--- src/rtl/mac_dot_sequencer.sv ---
// mac_dot_sequencer: FIFO-buffered operand feeder that runs one dot product on a downstream 8x8 MAC.
// Define MAC_SEQ_OVF_EN to add result_ovf, flagging sums that left the signed 16-bit range.
module mac_dot_sequencer #(
  parameter int DEPTH = 4,
  parameter int LEN_W = 8
) (
  input  logic             clk,
  input  logic             reset,
  input  logic             in_valid,
  output logic             in_ready,
  input  logic [7:0]       in_a,
  input  logic [7:0]       in_b,
  input  logic             start,
  input  logic [LEN_W-1:0] len,
  output logic             busy,
  output logic             mac_clr,
  output logic [7:0]       mac_a,
  output logic [7:0]       mac_b,
  input  logic [15:0]      mac_f,
  output logic             result_valid,
  output logic [15:0]      result
`ifdef MAC_SEQ_OVF_EN
  ,
  output logic             result_ovf
`endif
);
  localparam int AW = $clog2(DEPTH);
  localparam int CW = AW + 1;
  localparam logic [CW-1:0] FULL = CW'(DEPTH);
  localparam logic [1:0] IDLE = 2'd0, CLEAR = 2'd1, FEED = 2'd2, DRAIN = 2'd3;
  logic [1:0] state;
  logic [7:0] fa [DEPTH];
  logic [7:0] fb [DEPTH];
  logic [AW-1:0] wp, rp;
  logic [CW-1:0] cnt;
  logic [LEN_W-1:0] rem;
  logic [1:0] drain;
  logic push, pop;
  assign in_ready = cnt != FULL;
  assign push = in_valid && in_ready;
  assign pop = state == FEED && cnt != '0;
  assign busy = state != IDLE;
  assign mac_clr = !reset || state == CLEAR;
  // Zeros outside a real pop keep stall cycles from adding anything to the MAC.
  assign mac_a = (reset && pop) ? fa[rp] : 8'd0;
  assign mac_b = (reset && pop) ? fb[rp] : 8'd0;
  always_ff @(posedge clk)
    if (push) begin
      fa[wp] <= in_a;
      fb[wp] <= in_b;
    end
  always_ff @(posedge clk)
    if (!reset) begin
      state <= IDLE;
      wp <= '0;
      rp <= '0;
      cnt <= '0;
      rem <= '0;
      drain <= '0;
      result <= '0;
      result_valid <= 1'b0;
    end else begin
      result_valid <= 1'b0;
      if (push) wp <= wp + 1'b1;
      if (pop) rp <= rp + 1'b1;
      cnt <= cnt + CW'(push) - CW'(pop);
      case (state)
        IDLE:
          if (start) begin
            rem <= len;
            state <= CLEAR;
          end
        CLEAR: begin
          state <= rem != '0 ? FEED : DRAIN;
          drain <= 2'd2;
        end
        FEED:
          if (pop) begin
            rem <= rem - 1'b1;
            if (rem == LEN_W'(1)) begin
              state <= DRAIN;
              drain <= 2'd2;
            end
          end
        default: begin
          drain <= drain - 2'd1;
          if (drain == 2'd0) begin
            result <= mac_f;
            result_valid <= 1'b1;
            state <= IDLE;
          end
        end
      endcase
    end
`ifdef MAC_SEQ_OVF_EN
  localparam int SW = 16 + LEN_W;
  logic signed [15:0] prod;
  logic [SW-1:0] sh;
  logic ovf;
  assign prod = $signed(mac_a) * $signed(mac_b);
  // Out of 16-bit range exactly when the bits above the sign bit disagree.
  assign ovf = !(&sh[SW-1:15] || ~|sh[SW-1:15]);
  always_ff @(posedge clk)
    if (!reset) begin
      sh <= '0;
      result_ovf <= 1'b0;
    end else begin
      if (state == CLEAR) sh <= '0;
      else if (pop) sh <= sh + {{LEN_W{prod[15]}}, prod};
      if (state == DRAIN && drain == 2'd0) result_ovf <= ovf;
    end
`endif
endmodule

--- config.mk ---
export PLATFORM = sky130hd
export DESIGN_NAME = mac_dot_sequencer
export DESIGN_NICKNAME = d
export VERILOG_FILES = /design/src/rtl/mac_dot_sequencer.sv
export SDC_FILE = /design/constraint.sdc
export NUM_CORES = 1
export LEC_CHECK = 0
export CAP_MARGIN = 20
export CORE_AREA = 8 8 106 108
export CTS_BUF_LIST = sky130_fd_sc_hd__clkbuf_2 sky130_fd_sc_hd__clkbuf_4 sky130_fd_sc_hd__clkbuf_8
export DETAILED_ROUTE_END_ITERATION = 8
export DIE_AREA = 0 0 114 116
export PLACE_DENSITY = 0.71
export SYNTH_ARGS = -nofsm -noshare
export SYNTH_HDL_FRONTEND = slang
export SYNTH_SLANG_ARGS = --single-unit
--- constraint.sdc ---
create_clock -name clk -period 4.61 [get_ports clk]
set_input_delay 0.6915 -clock clk [delete_from_list [all_inputs] [get_ports clk]]
set_output_delay 0.6915 -clock clk [all_outputs]
set_load 0.02 [all_outputs]
======== Word level (Yosys, flattened, before mapping) ========
Memory sizes are Yosys's and may differ from the RTL's. A register that Yosys moved wholly into a read port is not among the register bits.
Index checks and enable logic that the tools add are counted.
cells by class
  equal/unequal tests ..................... 7
  mux-type cells .......................... 21
  reductions and logical operators ........ 18
  bitwise logic cells ..................... 3
  add/sub/neg operators ................... 6
operator list
  cell                                                                number
  8-bit 2-to-1 mux                                                    4
  2-bit 2-to-1 mux                                                    10
  8-bit case mux with 2 select lines                                  1
  2-bit case mux with 3 select lines                                  2
  8-bit by 1-bit == test with 1-bit output, second input constant     1
  8-bit nonzero test                                                  1
  8-bit by 1-bit subtractor with 8-bit output, second input constant  1
  3-bit AND reduction                                                 2
  2-bit by 1-bit adder with 2-bit output, second input constant       2
  2-bit zero test                                                     2
  1-bit 2-to-1 mux                                                    4
  2-bit inequality test, second input constant                        2
  4-bit AND reduction                                                 1
  2-bit nonzero test                                                  2
  4-bit nonzero test                                                  1
  4-bit OR reduction                                                  1
  3-bit by 1-bit adder with 3-bit output                              1
  1-bit logical AND                                                   3
  3-bit inequality test, second input constant                        1
  1-bit inverter                                                      3
  3-bit nonzero test                                                  1
  3-bit OR reduction                                                  1
  3-bit by 1-bit subtractor with 3-bit output                         1
  2-bit by 1-bit == test with 1-bit output, second input constant     1
  other kinds (6)                                                     6
storage, ports and cells
  register bits after elaboration ......... 36
  output and inout port bits .............. 36
  memories ................................ 2
  bits of input ports ..................... 44
  word-level logic and storage cells ...... 65
  bits in writable memories ............... 64
memory list
  name  depth  width  read ports  clocked after Yosys merged registers in  write ports  RTL line  source
  fa    4      8      1           1                                        1            32        logic [7:0] fa [DEPTH];
  fb    4      8      1           1                                        1            33        logic [7:0] fb [DEPTH];

======== Logic depth before layout (Yosys ltp) ========
  depth after elaboration ................. 4
  gate-level depth with buffers ........... 13
  gate-level depth less buffers ........... 11

======== Worst setup path after synthesis ========
Ideal clock, no wire load.
  kind .................................... register to register
  start ................................... register state[0]
  end ..................................... register cnt[2]
  data arrival time ....................... 2.561 ns
  cell stages (with the launch flop) ...... 14
  clock period less this slack ............ 2.676 ns
  setup time .............................. 0.115 ns
  slack ................................... 1.934 ns
  data required time ...................... 4.495 ns
  cells stage by stage .................... dfxtp_1 > inv_1 > ha_1 > clkbuf_1 > o31a_1 > clkbuf_1 > ha_1 > inv_1 > ha_1 > inv_1 > fa_1 > xnor2_1 > xnor2_1 > and2_1
on the way
  word-level cells in the longest chain between the ends .. 3
ends and longest elaborated chain
  element                                      RTL line  source
  from (decl)                                  31        logic [1:0] state;
  from (signal assigned)                       74        state <= rem != '0 ? FEED : DRAIN;
  2-bit == test                                41        assign pop = state == FEED && cnt != '0;
  1-bit logical AND                            41
  3-bit by 1-bit subtractor with 3-bit output  66        cnt <= cnt + CW'(push) - CW'(pop);
  to (signal assigned)                         66
  to (decl)                                    35        logic [CW-1:0] cnt;
Every way passes these cells.
A chain may end at the register's enable or synchronous reset.

======== Worst setup path after layout ========
  start ................................... register state[0]
  end ..................................... output mac_b[6]
on the way
  word-level cells in the longest chain between the ends .. 4
ends and longest elaborated chain
  element            RTL line  source
  2-bit == test      41
  1-bit logical AND  41
  1-bit logical AND  46        assign mac_b = (reset && pop) ? fb[rp] : 8'd0;
  8-bit 2-to-1 mux   46
  to (decl)          18        output logic [7:0] mac_b,
Every way passes these cells.

==> results_dict.tcl <==
set metrics [dict create \
    cts_root_buf "clkbuf_8" \
    syn_inst 323 \
    grt_util_met2 0.218 \
    cp_slowest_cell "o31a_1" \
    n_antenna_cell 0 \
    numPortBuffers 79 \
    antenna_left 0 \
    vias_per_cell 5.18 \
    cts_tree "yes" \
    ctsResizeCount 0 \
    grt_pass1_vias 2803 \
    ctsHtreeMaxLevel 3 \
    area_delta_synth_final_pct 25.4 \
    cp.required_ns 3.92 \
    fin_ws_ns 0.953 \
    power_leakage_nw 1.88 \
    critPathMaxStageDelay_ns 0.71 \
    hold_viol 0 \
    cts_buffers 9 \
    path_class "reg -> out" \
    start_util 0.451 \
    timing.fmax_mhz 273 \
    cp_cell_sequence "inv_1 > ha_1 > o31a_1 > and3_1 > clkdlybuf4s50_1" \
    final_cell_mix "clkdlybuf4s50_1 (79), edfxtp_1 (64), nand2_1 (47)" \
    synthFlopType "edfxtp_1" \
    ir_drop_v 0.000211 \
    grt_setup_unrepaired "false" \
    wl_per_cell_um 16.7 \
    critPathMaxFanout 20 \
    grt-ovfl-total 0 \
    synth_top_area_share 0.446 \
    worst_skew_pair.late_latency_ns 0.36 \
    yosys.area.top_type "edfxtp_1" \
    yosysSeqAreaShare 0.623 \
    synthTopCellsByArea "edfxtp_1 (45%), dfxtp_1 (18%), mux4_2 (8.4%)" \
    drt_wl_total_um 8950 \
    nNetsFinal 457 \
    status "complete, no violations" \
    cp-start-kind "register" \
    worst_slew_pin_slew_ns 1.04 \
    setup_viol 0 \
    crit_buf_inv 2 \
    finalCritPeriodShare 0.793 \
    final_core_utilization 0.566 \
    die_height_um 116 \
    synth-seq-cells 102 \
    cts_setup_buffers 0 \
    dpl.hpwl_um 5920 \
    syn_area_sq_um 4310 \
    ios 80 \
    std_cell_rows 36 \
    dieWidth_um 114 \
    grt_use_met3 0.0459 \
    drv_slew 0 \
    dp_slack_ns 1.25 \
    grt_pass1_wl_um 14300 \
    fillers 814 \
    groute.layer.met1.usage 0.178 \
    final.setup.tns_ns 0 \
    yosys_warnings 0 \
    ctsHoldBuffers 0 \
    layout_commonest_cell "clkdlybuf4s50_1" \
    max_slew_margin 0.303 \
    clockBufferDepth 2 \
    globalplace.congestion 0.816 \
    drive_gt1_frac 0.0943 \
    maxCapViolCount 0 \
    drc 0 \
    seqCellArea_sq_um 2680 \
    path_clk_slew_ns 0.10 \
    syn_area_per_cell_sq_um 13.3 \
    multi_input_area_sq_um 1510 \
    cp.arrival_ns 2.97 \
    dieArea_sq_um 13200 \
    grt-busiest-layer "met2" \
    core-area_sq_um 9550 \
    synth_edf_count 64 \
    ys_async_sr_fraction 0 \
    grt_max_degree 32 \
    finalCriticalPeriod_ns 3.66 \
    reg2reg_slack_ns 1.40 \
    cts.sinks 102 \
    antenna_found_initial 0 \
    syn_nets 382 \
    dr.pass1.iters 4 \
    drt_iter0_drc 177 \
    grtUsageTotal 0.138 \
    hp-class "reg -> reg" \
    yosysUniqueCellTypes 50 \
    num_vias 2776 \
    finClkSkew_ns 0.0185 \
    setup.worst_path.end_class "output port" \
    power_w 0.00248 \
    p_per_area_nw_per_um2 460 \
    cp_top_family "compound AO/OA/AOI/OAI gates" \
]
[cell usage after synthesis (2+ instances only)]
cell type	number
edfxtp_1	64
nand2_1	47
dfxtp_1	38
and3_1	21
a21boi_0	20
mux4_2	16
clkbuf_1	15
ha_1	14
inv_1	14
and2_1	8
o21ai_0	7
nor2_1	6
a21oi_1	5
nor3_1	4
xnor2_1	4
nor2b_1	3
o211ai_1	3
o221a_2	2
[where the power goes]
group / leakage [nW] / internal, W / switching, W
Sequential: 0.897 / 0.00110 / 0.0000794
Clock: 0.0972 / 0.000210 / 0.000331
Combinational: 0.886 / 0.000352 / 0.000409
Total: 1.88 / 0.00166 / 0.000819
[worst min-delay path, delay by kind of cell (launching register included)]
family             cells  cell delay (ns)
and+or+nand+nor        1             0.04
AOI/OAI and AO/OA      1             0.06
DFF                    1             0.32
[final cells by class]
type,count,area share
clock inverter,7,0.0118
clock buffer,9,0.0229
tap,133,0.0308
timing repair buffer,81,0.149
multi-input combinational,190,0.279
sequential,102,0.497
inverter,14,0.00973
[worst paths after layout]
path	from	endpoint	depth (start not counted)
setup / recovery	state[0]	mac_b[6]	5
hold reg to reg	result[7]	result[7]	2
setup reg to reg	state[0]	cnt[2]	11
hold / removal	result[7]	result[7]	2
[cells by family after synthesis]
logic type,Yosys count,synth area share
buffers and inverters,31,0.0273
xor gates and xnor gates,5,0.0102
and+or+nand+nor,100,0.117
DFF,102,0.623
muxes,17,0.0860
adders and majority gates,15,0.0453
AOI/OAI and AO/OA,53,0.0907
[metrics by stage]
stage,cells,instance area [sq um],hold WS [ns]
after floorplan,323,4310,0.463
after global placement,520,5210,0.450
after detailed placement,520,5210,0.456
after CTS,536,5400,0.471
after global routing,536,5400,0.489
final,536,5400,0.467
[state kept, by name, indices dropped and copies added, names as in the netlist, named ones only]
signal,flops
fa,32
wp,2
drain,2
fb,32
state,2
rem,8
rp,2
cnt,3
result,16
result_valid,1
[per-layer routing]
metal | vias up | share of wire
met1 | 1347 | 0.45
met5 | - | 0
li1 | 1341 | -
met3 | 4 | 0.082
met4 | 0 | 0.0060
met2 | 84 | 0.46
(Power assumes the default switching activity.)
